File: src/rtl/maxpool_ctrl_pkg.sv
// Shared types and helpers for the 1-bit MaxPooling sequencer.
// Derived sizes are functions because they depend on per-instance parameters.
package maxpool_ctrl_pkg;

    typedef enum logic [1:0] {
        ST_IDLE  = 2'd0,
        ST_READ  = 2'd1,
        ST_DRAIN = 2'd2,
        ST_WRITE = 2'd3
    } state_e;

    localparam int DEF_IW     = 28;
    localparam int DEF_IH     = 28;
    localparam int DEF_PW     = 2;
    localparam int DEF_PH     = 2;
    localparam int DEF_RD_LAT = 1;
    localparam int DEF_AW     = 10;

    // Counter width that can hold 0..n-1, never narrower than one bit.
    function automatic int cnt_w(input int n);
        return (n <= 1) ? 1 : $clog2(n);
    endfunction

    // Output map dimension; trailing partial windows are dropped.
    function automatic int out_dim(input int in_dim, input int win_dim);
        return in_dim / win_dim;
    endfunction

    function automatic int win_size(input int pw, input int ph);
        return pw * ph;
    endfunction

    localparam int DEF_OW  = out_dim(DEF_IW, DEF_PW);
    localparam int DEF_OH  = out_dim(DEF_IH, DEF_PH);
    localparam int DEF_WIN = win_size(DEF_PW, DEF_PH);

endpackage

File: src/rtl/maxpool_ctrl_dly.sv
// DEPTH-deep 1-bit delay line with synchronous flush; aligns the pool enable
// with read data coming back from the feature-map RAM.
module maxpool_ctrl_dly #(
    parameter int DEPTH = 1
) (
    input  logic iCLK,
    input  logic iRSTn,
    input  logic iFLUSH,
    input  logic iD,
    output logic oQ
);

    logic [DEPTH-1:0] sh_q;

    generate
        if (DEPTH == 1) begin : g_one
            always_ff @(posedge iCLK or negedge iRSTn) begin
                if (!iRSTn)      sh_q <= '0;
                else if (iFLUSH) sh_q <= '0;
                else             sh_q <= iD;
            end
        end else begin : g_many
            always_ff @(posedge iCLK or negedge iRSTn) begin
                if (!iRSTn)      sh_q <= '0;
                else if (iFLUSH) sh_q <= '0;
                else             sh_q <= {sh_q[DEPTH-2:0], iD};
            end
        end
    endgenerate

    assign oQ = sh_q[DEPTH-1];

endmodule

File: src/rtl/maxpool_ctrl.sv
// Window sequencer for the 1-bit MaxPooling cell: reads each PWxPH window,
// drains the read latency, then writes the pooled bit and clears the cell.
// Optional cycle counter output oCYCLES when MAXPOOL_CTRL_PERF_EN is defined.
module maxpool_ctrl
    import maxpool_ctrl_pkg::*;
#(
    parameter int IW     = DEF_IW,
    parameter int IH     = DEF_IH,
    parameter int PW     = DEF_PW,
    parameter int PH     = DEF_PH,
    parameter int RD_LAT = DEF_RD_LAT,
    parameter int AW     = DEF_AW
) (
    input  logic          iCLK,
    input  logic          iRSTn,
    input  logic          iSTART,
    input  logic          iSTOP,
    input  logic [AW-1:0] iRD_BASE,
    input  logic [AW-1:0] iWR_BASE,
    output logic          oBUSY,
    output logic          oDONE,
    output logic          oRD_EN,
    output logic [AW-1:0] oRD_ADDR,
    output logic          oPOOL_EN,
    output logic          oPOOL_CLR,
    output logic          oWR_EN,
    output logic [AW-1:0] oWR_ADDR
`ifdef MAXPOOL_CTRL_PERF_EN
    ,
    output logic [31:0]   oCYCLES
`endif
);

    localparam int OW  = out_dim(IW, PW);
    localparam int OH  = out_dim(IH, PH);
    localparam int WIN = win_size(PW, PH);
    localparam int XW  = cnt_w(PW);
    localparam int YW  = cnt_w(PH);
    localparam int OXW = cnt_w(OW);
    localparam int OYW = cnt_w(OH);
    localparam int DW  = cnt_w(RD_LAT);

    state_e          state_q, state_d;
    logic [XW-1:0]   kx_q, kx_d;
    logic [YW-1:0]   ky_q, ky_d;
    logic [OXW-1:0]  ox_q, ox_d;
    logic [OYW-1:0]  oy_q, oy_d;
    logic [DW-1:0]   dcnt_q, dcnt_d;
    logic [AW-1:0]   rd_base_q, rd_base_d;
    logic [AW-1:0]   wr_base_q, wr_base_d;
    logic            done_q, done_d;
    logic            abort_q, abort_d;

    logic            start_acc;
    logic            stop_act;
    logic            wr_act;
    logic [AW-1:0]   row, col, rd_addr, wr_addr;

    // A start coinciding with oDONE is deferred one cycle.
    assign start_acc = (state_q == ST_IDLE) && iSTART && !done_q;
    assign stop_act  = iSTOP && (state_q != ST_IDLE);

    // Address math wraps modulo 2^AW by construction of the operand widths.
    assign row     = AW'(oy_q) * AW'(PH) + AW'(ky_q);
    assign col     = AW'(ox_q) * AW'(PW) + AW'(kx_q);
    assign rd_addr = rd_base_q + row * AW'(IW) + col;
    assign wr_addr = wr_base_q + AW'(oy_q) * AW'(OW) + AW'(ox_q);

    always_comb begin
        state_d   = state_q;
        kx_d      = kx_q;
        ky_d      = ky_q;
        ox_d      = ox_q;
        oy_d      = oy_q;
        dcnt_d    = dcnt_q;
        rd_base_d = rd_base_q;
        wr_base_d = wr_base_q;
        done_d    = 1'b0;
        abort_d   = 1'b0;
        wr_act    = 1'b0;

        case (state_q)
            ST_IDLE: begin
                if (start_acc) begin
                    rd_base_d = iRD_BASE;
                    wr_base_d = iWR_BASE;
                    kx_d      = '0;
                    ky_d      = '0;
                    ox_d      = '0;
                    oy_d      = '0;
                    dcnt_d    = '0;
                    state_d   = ST_READ;
                end
            end
            ST_READ: begin
                if (kx_q == XW'(PW - 1)) begin
                    kx_d = '0;
                    if (ky_q == YW'(PH - 1)) begin
                        ky_d    = '0;
                        dcnt_d  = '0;
                        state_d = ST_DRAIN;
                    end else begin
                        ky_d = ky_q + YW'(1);
                    end
                end else begin
                    kx_d = kx_q + XW'(1);
                end
            end
            ST_DRAIN: begin
                if (dcnt_q == DW'(RD_LAT - 1)) begin
                    dcnt_d  = '0;
                    state_d = ST_WRITE;
                end else begin
                    dcnt_d = dcnt_q + DW'(1);
                end
            end
            ST_WRITE: begin
                wr_act  = 1'b1;
                state_d = ST_READ;
                if (ox_q == OXW'(OW - 1)) begin
                    ox_d = '0;
                    if (oy_q == OYW'(OH - 1)) begin
                        oy_d    = '0;
                        done_d  = 1'b1;
                        state_d = ST_IDLE;
                    end else begin
                        oy_d = oy_q + OYW'(1);
                    end
                end else begin
                    ox_d = ox_q + OXW'(1);
                end
            end
            default: state_d = ST_IDLE;
        endcase

        // Abort overrides everything, including the write of this cycle.
        if (stop_act) begin
            state_d = ST_IDLE;
            abort_d = 1'b1;
            done_d  = 1'b0;
            wr_act  = 1'b0;
        end
    end

    always_ff @(posedge iCLK or negedge iRSTn) begin
        if (!iRSTn) begin
            state_q   <= ST_IDLE;
            kx_q      <= '0;
            ky_q      <= '0;
            ox_q      <= '0;
            oy_q      <= '0;
            dcnt_q    <= '0;
            rd_base_q <= '0;
            wr_base_q <= '0;
            done_q    <= 1'b0;
            abort_q   <= 1'b0;
        end else begin
            state_q   <= state_d;
            kx_q      <= kx_d;
            ky_q      <= ky_d;
            ox_q      <= ox_d;
            oy_q      <= oy_d;
            dcnt_q    <= dcnt_d;
            rd_base_q <= rd_base_d;
            wr_base_q <= wr_base_d;
            done_q    <= done_d;
            abort_q   <= abort_d;
        end
    end

    assign oRD_EN    = (state_q == ST_READ) && !iSTOP;
    assign oRD_ADDR  = oRD_EN ? rd_addr : '0;
    assign oWR_EN    = wr_act;
    assign oWR_ADDR  = wr_act ? wr_addr : '0;
    // Cell clear rides with the write edge, or follows an abort by one cycle.
    assign oPOOL_CLR = wr_act | abort_q;
    assign oDONE     = done_q;
    assign oBUSY     = (state_q != ST_IDLE) | done_q;

    maxpool_ctrl_dly #(
        .DEPTH (RD_LAT)
    ) u_en_dly (
        .iCLK   (iCLK),
        .iRSTn  (iRSTn),
        .iFLUSH (stop_act),
        .iD     (oRD_EN),
        .oQ     (oPOOL_EN)
    );

`ifdef MAXPOOL_CTRL_PERF_EN
    logic [31:0] cnt_q, cyc_q;

    always_ff @(posedge iCLK or negedge iRSTn) begin
        if (!iRSTn) begin
            cnt_q <= '0;
            cyc_q <= '0;
        end else begin
            if (start_acc)  cnt_q <= '0;
            else if (oBUSY) cnt_q <= cnt_q + 32'd1;
            // The oDONE cycle is itself busy, so it is included in the total.
            if (done_q)     cyc_q <= cnt_q + 32'd1;
        end
    end

    assign oCYCLES = cyc_q;
`endif

endmodule
File: config.mk
export PLATFORM = sky130hd
export DESIGN_NAME = maxpool_ctrl
export DESIGN_NICKNAME = d
export VERILOG_FILES = /design/src/rtl/maxpool_ctrl_pkg.sv /design/src/rtl/maxpool_ctrl_dly.sv /design/src/rtl/maxpool_ctrl.sv
export SDC_FILE = /design/constraint.sdc
export NUM_CORES = 1
export LEC_CHECK = 0
export ABC_AREA = 0
export CORE_UTILIZATION = 35
export CTS_BUF_LIST = sky130_fd_sc_hd__clkbuf_4 sky130_fd_sc_hd__clkbuf_8
export DETAILED_ROUTE_END_ITERATION = 12
export MAX_ROUTING_LAYER = met4
export PLACE_DENSITY = 0.55
export SLEW_MARGIN = 20
export SYNTH_ARGS = -nofsm -noshare
export SYNTH_HDL_FRONTEND = slang
export SYNTH_SLANG_ARGS = --single-unit
File: constraint.sdc
create_clock -name iCLK -period 5.9 [get_ports iCLK]
set_input_delay 1.18 -clock iCLK [delete_from_list [all_inputs] [get_ports iCLK]]
set_output_delay 1.18 -clock iCLK [all_outputs]
set_load 0.01 [all_outputs]
# Yosys cells after proc, flatten, opt, wreduce, memory -nomap -nowiden
# Cells that the tools add are included.
[word_totals]
regBits = 36
latch_bits = 0
mem_bits_rw = 0
romBits = 0
wordCells = 91
memories = 0
[op_classes]
add_sub_neg = 11
mul = 2
div_mod_pow = 0
order_cmp = 0
n_eq_ne = 13
shift = 0
n_mux = 34
n_bitwise = 2
reduce_logical = 18
[ops]
columns = ["cell", "count"]
rows = [
  ["10-bit two-way mux", 2],
  ["1-bit two-way mux", 17],
  ["4-bit two-way mux", 4],
  ["4-bit case mux with 2 select lines", 2],
  ["5-bit by 1-bit adder with 6-bit output", 2],
  ["3-bit != test, second input constant", 4],
  ["10-bit adder", 1],
  ["10-bit by 4-bit adder with 10-bit output", 1],
  ["10-bit by 6-bit adder with 10-bit output", 1],
  ["10-bit by 8-bit adder with 10-bit output", 1],
  ["2-bit two-way mux", 5],
  ["4-bit by 1-bit adder with 4-bit output, second input constant", 2],
  ["4-bit equality test, second input constant", 2],
  ["6-bit by 3-bit multiplier with 8-bit output, second input constant", 1],
  ["2-bit != test, second input constant", 4],
  ["2-bit case mux with 4 select lines", 1],
  ["4-bit AND reduction", 2],
  ["4-bit by 3-bit multiplier with 7-bit output, second input constant", 1],
  ["2-bit AND reduction", 3],
  ["3-bit AND reduction", 2],
  ["2-bit nonzero test", 3],
  ["2-bit equality test, second input constant", 2],
  ["1-bit logical AND", 4],
  ["1-bit case mux with 2 select lines", 2],
  ["7 further kinds", 11],
]

# Logic depth before layout (Yosys ltp)
# Gate-level depths: netlist of run 1.
[logic_depth]
depth_word = 6
ltp_mapped = 14

# By module
# From an unflattened synthesis of run 1, not the netlist that was laid out.
[unflattened]
hier_cells = 288
area_unflattened_um2 = 2961.6
[modules_own_cells]
columns = ["module", "instances", "cells_each", "area_per_inst_um2", "seq_area_each_um2"]
rows = [
  ["maxpool_ctrl", 1, 286, 2922.8, 850.8],
  ["maxpool_ctrl_dly", 1, 2, 38.8, 25.0],
]

# Worst setup path before layout of run 1
# Ideal clock, no wire load.
[synth_path]
kind = "reg-to-output"
startpoint = "register oy_q[0]"
endpoint = "output port oRD_ADDR[9]"
t_arrival_ns = 3.575
t_required_ns = 4.720
path_slack_ns = 1.145
path_stages_with_launch = 13
n_path_buf = 0
cell_sequence = "dfrtp_1 fa_1 ha_1 fa_1 a21oi_1 o21ai_0 xor2_1 ha_1 ha_1 or4_4 o22ai_2 xnor3_1 nor2_1"
[synth_between]
elab_chain_cells = 5
[synth_lines]
columns = ["element", "line_no", "rtl"]
rows = [
  ["start: declaration", "maxpool_ctrl.sv:47", "logic [OYW-1:0] oy_q, oy_d;"],
  ["start signal: assignment", "maxpool_ctrl.sv:162", "oy_q <= oy_d;"],
  ["5-bit by 1-bit adder with 6-bit output", "maxpool_ctrl.sv:64", "assign row = AW'(oy_q) * AW'(PH) + AW'(ky_q);"],
  ["6-bit by 3-bit multiplier with 8-bit output", "maxpool_ctrl.sv:66", "assign rd_addr = rd_base_q + row * AW'(IW) + col;"],
  ["10-bit adder", "maxpool_ctrl.sv:66", ""],
  ["10-bit by 6-bit adder with 10-bit output", "maxpool_ctrl.sv:66", ""],
  ["10-bit two-way mux", "maxpool_ctrl.sv:172", "assign oRD_ADDR = oRD_EN ? rd_addr : '0;"],
  ["end: declaration", "maxpool_ctrl.sv:23", "output logic [AW-1:0] oRD_ADDR,"],
]
# No other way between the ends.

# Final worst setup path of run 1
[layout_path]
startpoint = "register oy_q[0]"
endpoint = "output port oWR_ADDR[9]"
[layout_between]
elab_chain_cells = 4
[layout_lines]
columns = ["element", "line_no", "rtl"]
rows = [
  ["4-bit by 3-bit multiplier with 7-bit output", "maxpool_ctrl.sv:67", "assign wr_addr = wr_base_q + AW'(oy_q) * AW'(OW) + AW'(ox_q);"],
  ["10-bit by 8-bit adder with 10-bit output", "maxpool_ctrl.sv:67", ""],
  ["10-bit by 4-bit adder with 10-bit output", "maxpool_ctrl.sv:67", ""],
  ["10-bit two-way mux", "maxpool_ctrl.sv:174", "assign oWR_ADDR = wr_act ? wr_addr : '0;"],
  ["end: declaration", "maxpool_ctrl.sv:27", "output logic [AW-1:0] oWR_ADDR"],
]
# No other way between the ends.

==> results of run 1 <==
[sequential cells by signal, indices dropped and copies added (netlist names)]
register     flops
oDONE            1
ox_q             4
wr_base_q       10
oy_q             4
state_q          2
abort_q          1
u_en_dly.oQ      1
ky_q             1
rd_base_q       10
kx_q             1
[power groups by stage]
stage                     Combinational [mW]  Sequential (mW)  Clock, mW
after floorplan                        0.888            0.405          0
after global placement                  1.20            0.427          0
after detailed placement                1.20            0.430          0
after CTS                               1.21            0.425      0.201
after global routing                    1.36            0.442      0.208
final                                   1.19            0.423      0.192
[timing repair]
| action | CTS | global route |
|---|---|---|
| resized for setup | 0 | 3 |
| endpoints found under the setup margin | 0 | 2 |
| hold buffers | 0 | 0 |
| endpoints found under the hold margin | 0 | 0 |
[worst max-delay path: stages, from the launching register on]
cell and delay, ns:
dfrtp_2 0.50, fa_1 0.57, ha_1 0.24, fa_1 0.39, nor2b_1 0.14, o21ai_0 0.15
nand2b_1 0.08, ha_1 0.27, ha_1 0.20, or3_1 0.38, o21bai_1 0.17, a31oi_1 0.34
xor2_1 0.11, nor2_1 0.10, clkdlybuf4s50_1 0.54
[through the flow]
stage	cells	setup slack [ns]	util [%]	cell area (µm²)	power (mW)
after floorplan	288	1.15	-	2950	1.29
after global placement	439	0.532	43.6	3570	1.62
after detailed placement	439	0.472	43.6	3570	1.63
after CTS	447	0.120	44.9	3670	1.84
after global routing	447	0.0221	44.9	3670	2.01
final	447	0.227	44.9	3670	1.80
[layer usage]
metal / GRT usage (%) / up-vias / wire, µm
met2: 23.8 / 36 / 2710
met5: - / - / 0
li1: - / 1113 / -
met3: 2.99 / 12 / 223
met4: 4.74 / 0 / 105
met1: 19.2 / 1029 / 2890
[kinds of logic (layout without fill, tap and decap cells)]
kind of cell / after synthesis / after routing / share of synthesized area, %
buffers and inverters: 28 / 82 / 3.60
XOR/XNOR: 18 / 18 / 5.81
multiplexers: 21 / 21 / 7.97
AND/OR/NAND/NOR: 70 / 70 / 12.0
adder cells (fa/ha/maj): 58 / 58 / 28.1
AO/OA/AOI/OAI: 58 / 58 / 12.8
flip-flops: 35 / 35 / 29.7
[worst paths after layout]
| check | startpoint | endpoint | slack [ns] |
|---|---|---|---|
| hold reg to reg | rd_base_q[3]$_DFFE_PN0P_ | rd_base_q[3]$_DFFE_PN0P_ | 0.51 |
| max in group asynchronous | iRSTn | oy_q[1]$_DFFE_PN0P_ | 4.25 |
| hold / removal | rd_base_q[3]$_DFFE_PN0P_ | rd_base_q[3]$_DFFE_PN0P_ | 0.51 |
| min in group asynchronous | iRSTn | rd_base_q[0]$_DFFE_PN0P_ | 1.29 |
| setup reg to reg | state_q[0]$_DFFE_PN0P_ | oy_q[3]$_DFFE_PN0P_ | 3.82 |
| setup / recovery | oy_q[0]$_DFFE_PN0P_ | oWR_ADDR[9] | 0.23 |
[final cells by class]
cell class	count	area, µm²	share of cell area, %
clock buffer	6	82.6	2.25
timing repair buffer	51	505	13.8
clock inverter	2	16.3	0.443
sequential	35	880	24.0
tap	105	131	3.58
inverter	23	86.3	2.35
multi-input combinational	225	1970	53.6
[layout by cell type (no fill, tap or decap), types with 5 or more instances in the layout]
master,n
ha_1,44
clkbuf_8,6
nor2_1,20
nor3_1,8
xnor2_1,5
and2_1,5
o21ai_0,15
mux2_2,20
nand2_1,11
fa_1,14
a211oi_1,9
clkdlybuf4s50_1,49
dfrtp_1,32
nand2b_1,8
nand3_1,5
inv_1,22
xor2_1,12
a21oi_1,11
==> impl_metrics.json, run 1 <==
{
  "num_vias": 2190,
  "syn_area_per_cell_um2": 10.2,
  "synth_nets": 370,
  "status": "finished clean",
  "fin_setup_tns_ns": 0,
  "p_comb_share_pct": 65.9,
  "clockBufferDepth": 2,
  "yosys.cell_count.top_type": "ha_1",
  "ant_nets": 0,
  "clk_latency_ns": 0.30,
  "cp_max_fo": 8,
  "cap_violations": 0,
  "syn_inst": 288,
  "p_clk_share_pct": 10.7,
  "finalHoldViolations": 0,
  "p_int_mw": 1.03,
  "synth_area_um2": 2950,
  "wirelength_um": 5930,
  "via_per_inst": 4.90,
  "synth_commonest_cells": "ha_1 (44), dfrtp_1 (35), inv_1 (22)",
  "critical_path_class": "flip-flop to output port",
  "worst_setup_path_start_kind": "flip-flop",
  "synth_top_area_share_pct": 29.7,
  "io_pins": 50,
  "rsz0062_at_grt": "false",
  "grt-ovfl-total": 0,
  "slew_headroom_pct": 69.0,
  "ys_warn_count": 0,
  "clock.fmax_mhz": 176,
  "hp-class": "flip-flop to flip-flop",
  "grt_pass1_wl_um": 10000,
  "p_sw_share_pct": 43.1,
  "synthFlopType": "dfrtp_1",
  "ir_drop_mv": 0.178,
  "fin_hold_ws_ns": 0.511,
  "cp.required_ns": 4.72,
  "core_um2": 8180,
  "reg2regPathDepth": 8,
  "clock-sinks": 35,
  "dr.pass1.iters": 4,
  "p_seq_share_pct": 23.5,
  "wl_per_cell_um": 13.3,
  "p_leak_nw": 1.72,
  "dp_hpwl_um": 4600,
  "grt_antenna_before_repair": 0,
  "hold_depth": 1,
  "globalplace.congestion": 0.784,
  "worst_ep_arrival_time_ns": 4.49,
  "setup_viol_count_final": 0,
  "die_area_um2": 8800,
  "min_period_over_period_pct": 96.1,
  "die_h_um": 93.8,
  "clock-root-buffer": "clkbuf_8",
  "start_util_pct": 36.1,
  "grt_pass1_vias": 2230,
  "ys_types": 44,
  "synthTopCellsByArea": "dfrtp_1 (30%), ha_1 (19%), fa_1 (9.5%), mux2_2 (7.6%), xor2_1 (3.6%)",
  "cts_tree": "built",
  "p_per_area_nw_per_um2": 491,
  "ctsHtreeMaxLevel": 2,
  "synth.ff_latch_count": 35,
  "drv_slew": 0,
  "cts_made_buffers": 5,
  "worst_pin_slew_ns": 0.465,
  "drt_iter0_drc": 43,
  "ys_seq_area_share_pct": 29.7,
  "n_fill_cell": 808,
  "cp-end-kind": "output port",
  "final_nets": 423,
  "grt_max_degree": 36,
  "netSwitchingPower_uw": 777,
  "fin_skew_ns": 0.00627,
  "drc": 0,
  "clk_pin_slew_ns": 0.08,
  "finalCriticalPeriod_ns": 5.67,
  "antenna_cells": 0,
  "async_flop_share_pct": 100,
  "cts_setup_buffers": 0,
  "fp.dieW_um": 93.8,
  "synth_top_cell_by_area": "dfrtp_1",
  "synth_edf_count": 0,
  "areaGrowthSynthToFinish_pct": 24.4,
  "rows": 33,
  "io_buffers": 49,
  "grt.total_usage_pct": 15.0,
  "drive_gt1_share_pct": 10.8
}
Note: power is estimated with default switching activity, not from simulation.
==> run 2, diff against run 1 <==
- SKIP_LAST_GASP: default -> 1
==> results of run 2 <==
Final layout, timing and power as in run 1 (identical DEF).
==> run 3, diff against run 2 <==
- CORE_MARGIN: default -> 5
==> run 3 against run 2 <==
Net effect: total power increased by 1.3%; clock-buffer cell count increased by 1; sequential share of layout area decreased by 0.081 points; clock skew decreased by 0.0016 ns; non-clock buffer count increased by 1; fmax increased by 0.81%; routed wire length increased by 4.0%; die area increased by 18%; first-iteration DRC count increased by 37%; core utilization decreased by 0.073 points; worst setup slack improved by 0.046 ns; largest power group unchanged.
==> impl_metrics.json, run 3 (synthesis gave the netlist of run 1 again) <==
{
  "status": "finished clean",
  "cp_cell_sequence": "fa_1 -> ha_1 -> fa_1 -> a21oi_1 -> o21ai_0 -> xor2_1 -> ha_1 -> ha_1 -> or4_4 -> o22ai_2 -> xnor3_1 -> nor2_1 -> clkdlybuf4s50_1",
  "fp.dieW_um": 102,
  "hold_path.startpoint": "rd_base_q[3]$_DFFE_PN0P_",
  "slew_headroom_pct": 68.4,
  "ff_latch_area_um2": 880,
  "die_h_um": 102,
  "globalplace.congestion": 0.788,
  "crit_top_cell": "ha_1",
  "critical_path_class": "flip-flop to output port",
  "cp_max_fo": 6,
  "rows": 33,
  "wirelength_um": 6170,
  "mostFrequentLayoutCells": "clkdlybuf4s50_1 (49), ha_1 (44), dfrtp_1 (32), inv_1 (22)",
  "p_clk_share_pct": 11.0,
  "slowest_stage": "clkdlybuf4s50_1",
  "finalWorstSetupSlack_ns": 0.273,
  "clock-root-buffer": "clkbuf_8",
  "fin_setup_tns_ns": 0,
  "grt_pass1_wl_um": 10100,
  "r2r_start": "state_q[0]$_DFFE_PN0P_",
  "p_sw_share_pct": 42.9,
  "crit_start": "ky_q$_DFFE_PN0P_",
  "dp_hpwl_um": 4790,
  "p_per_area_nw_per_um2": 496,
  "finalPower_mw": 1.83,
  "ant_nets": 0,
  "finalHoldViolations": 0,
  "core_um2": 8220,
  "netSwitchingPower_uw": 783,
  "fin_skew_ns": 0.00466,
  "dr.pass1.iters": 4,
  "grt.total_usage_pct": 12.7,
  "rsz0062_at_grt": "false",
  "wl_per_cell_um": 13.8,
  "worst_ep_arrival_time_ns": 4.45,
  "setup_viol_count_final": 0,
  "clk_pin_slew_ns": 0.08,
  "layout_commonest_cell": "clkdlybuf4s50_1",
  "cap_violations": 0,
  "clock-sinks": 35,
  "p_seq_share_pct": 23.1,
  "multi_input_area_um2": 1970,
  "ctsHtreeMaxLevel": 2,
  "finalCriticalPeriod_ns": 5.63,
  "antenna_cells": 0,
  "clock.fmax_mhz": 178,
  "cp.required_ns": 4.72,
  "p_comb_share_pct": 65.9,
  "clockBufferDepth": 2,
  "use_met3_pct": 2.59,
  "grt_antenna_before_repair": 0,
  "place_ws_ns": 0.445,
  "grt_pass1_vias": 2196,
  "cts_made_buffers": 5,
  "drt_iter0_drc": 59,
  "n_fill_cell": 812,
  "reg.largest.list": "rd_base_q (10), wr_base_q (10)",
  "io_pins": 50,
  "worst_pin_slew_ns": 0.474,
  "num_vias": 2212,
  "p_int_mw": 1.04,
  "use_met2_pct": 18.9,
  "ir_drop_mv": 0.190,
  "hp-class": "flip-flop to flip-flop",
  "areaGrowthSynthToFinish_pct": 24.8,
  "cp-end-kind": "output port",
  "final_nets": 424,
  "start_util_pct": 35.9,
  "drv_slew": 0,
  "cts_tree": "built",
  "slowest_delay_ns": 0.55,
  "clk_latency_ns": 0.29,
  "die_area_um2": 10400,
  "drc": 0,
  "grt.busiest_layer": "met2",
  "min_period_over_period_pct": 95.4,
  "via_per_inst": 4.94,
  "p_leak_nw": 1.73,
  "grt_max_degree": 36,
  "grt-ovfl-total": 0,
  "io_buffers": 49,
  "met1_usage_pct": 17.5,
  "worst_setup_path_start_kind": "flip-flop",
  "drive_gt1_share_pct": 11.1
}
run 3: routing by layer:
| layer | part of all wire, % | vias up |
|---|---|---|
| met5 | 0 | - |
| met4 | 1.4 | 0 |
| met1 | 50 | 1045 |
| met3 | 3.3 | 11 |
| li1 | - | 1120 |
| met2 | 45 | 36 |
run 3: cell type report:
cell class | instances | area share [%]
clock buffer | 7 | 2.62
clock inverter | 1 | 0.204
inverter | 23 | 2.34
multi-input combinational | 225 | 53.5
sequential | 35 | 23.9
tap | 105 | 3.57
timing repair buffer | 52 | 13.9
run 3: worst max-delay path, delay by kind of cell (launching register included):
family | cells | cell delay (ns)
buffers and inverters | 1 | 0.55
AND/OR/NAND/NOR | 2 | 0.62
XOR/XNOR | 2 | 0.47
adder cells (fa/ha/maj) | 5 | 1.64
AO/OA/AOI/OAI | 3 | 0.40
flip-flops | 1 | 0.47
run 3: through the flow:
stage / instance area (µm²) / util [%] / hold slack [ns] / std cells
finish: 3680 / 44.8 / 0.510 / 448
global route: 3680 / 44.8 / 0.532 / 448
CTS: 3670 / 44.7 / 0.515 / 447
detailed placement: 3570 / 43.4 / 0.497 / 439
global placement: 3570 / 43.4 / 0.489 / 439
floorplan: 2950 / - / 0.479 / 288
run 3: power by group through the flow:
stage / Clock (mW) / Sequential (mW) / Combinational (mW)
6_report: 0.201 / 0.421 / 1.20
5_1_grt: 0.222 / 0.436 / 1.37
2_1_floorplan: 0 / 0.405 / 0.888
4_1_cts: 0.212 / 0.426 / 1.22
3_5_place_dp: 0 / 0.431 / 1.20
3_3_place_gp: 0 / 0.428 / 1.20
run 3: worst paths after layout:
| check | cells after the start | end | slack (ns) |
|---|---|---|---|
| max | 13 | oRD_ADDR[9] | 0.27 |
| min | 1 | rd_base_q[3]$_DFFE_PN0P_ | 0.51 |
| max reg2reg | 8 | oy_q[3]$_DFFE_PN0P_ | 3.86 |
| min reg2reg | 1 | rd_base_q[3]$_DFFE_PN0P_ | 0.51 |
| max in group asynchronous | 2 | oy_q[1]$_DFFE_PN0P_ | 4.24 |
| min in group asynchronous | 2 | u_en_dly.oQ$_DFF_PN0_ | 1.30 |
run 3: timing repair:
item,CTS,global route
gates resized for setup,0,3
hold buffers,0,0
setup buffers,0,1
endpoints found under the setup margin,0,2
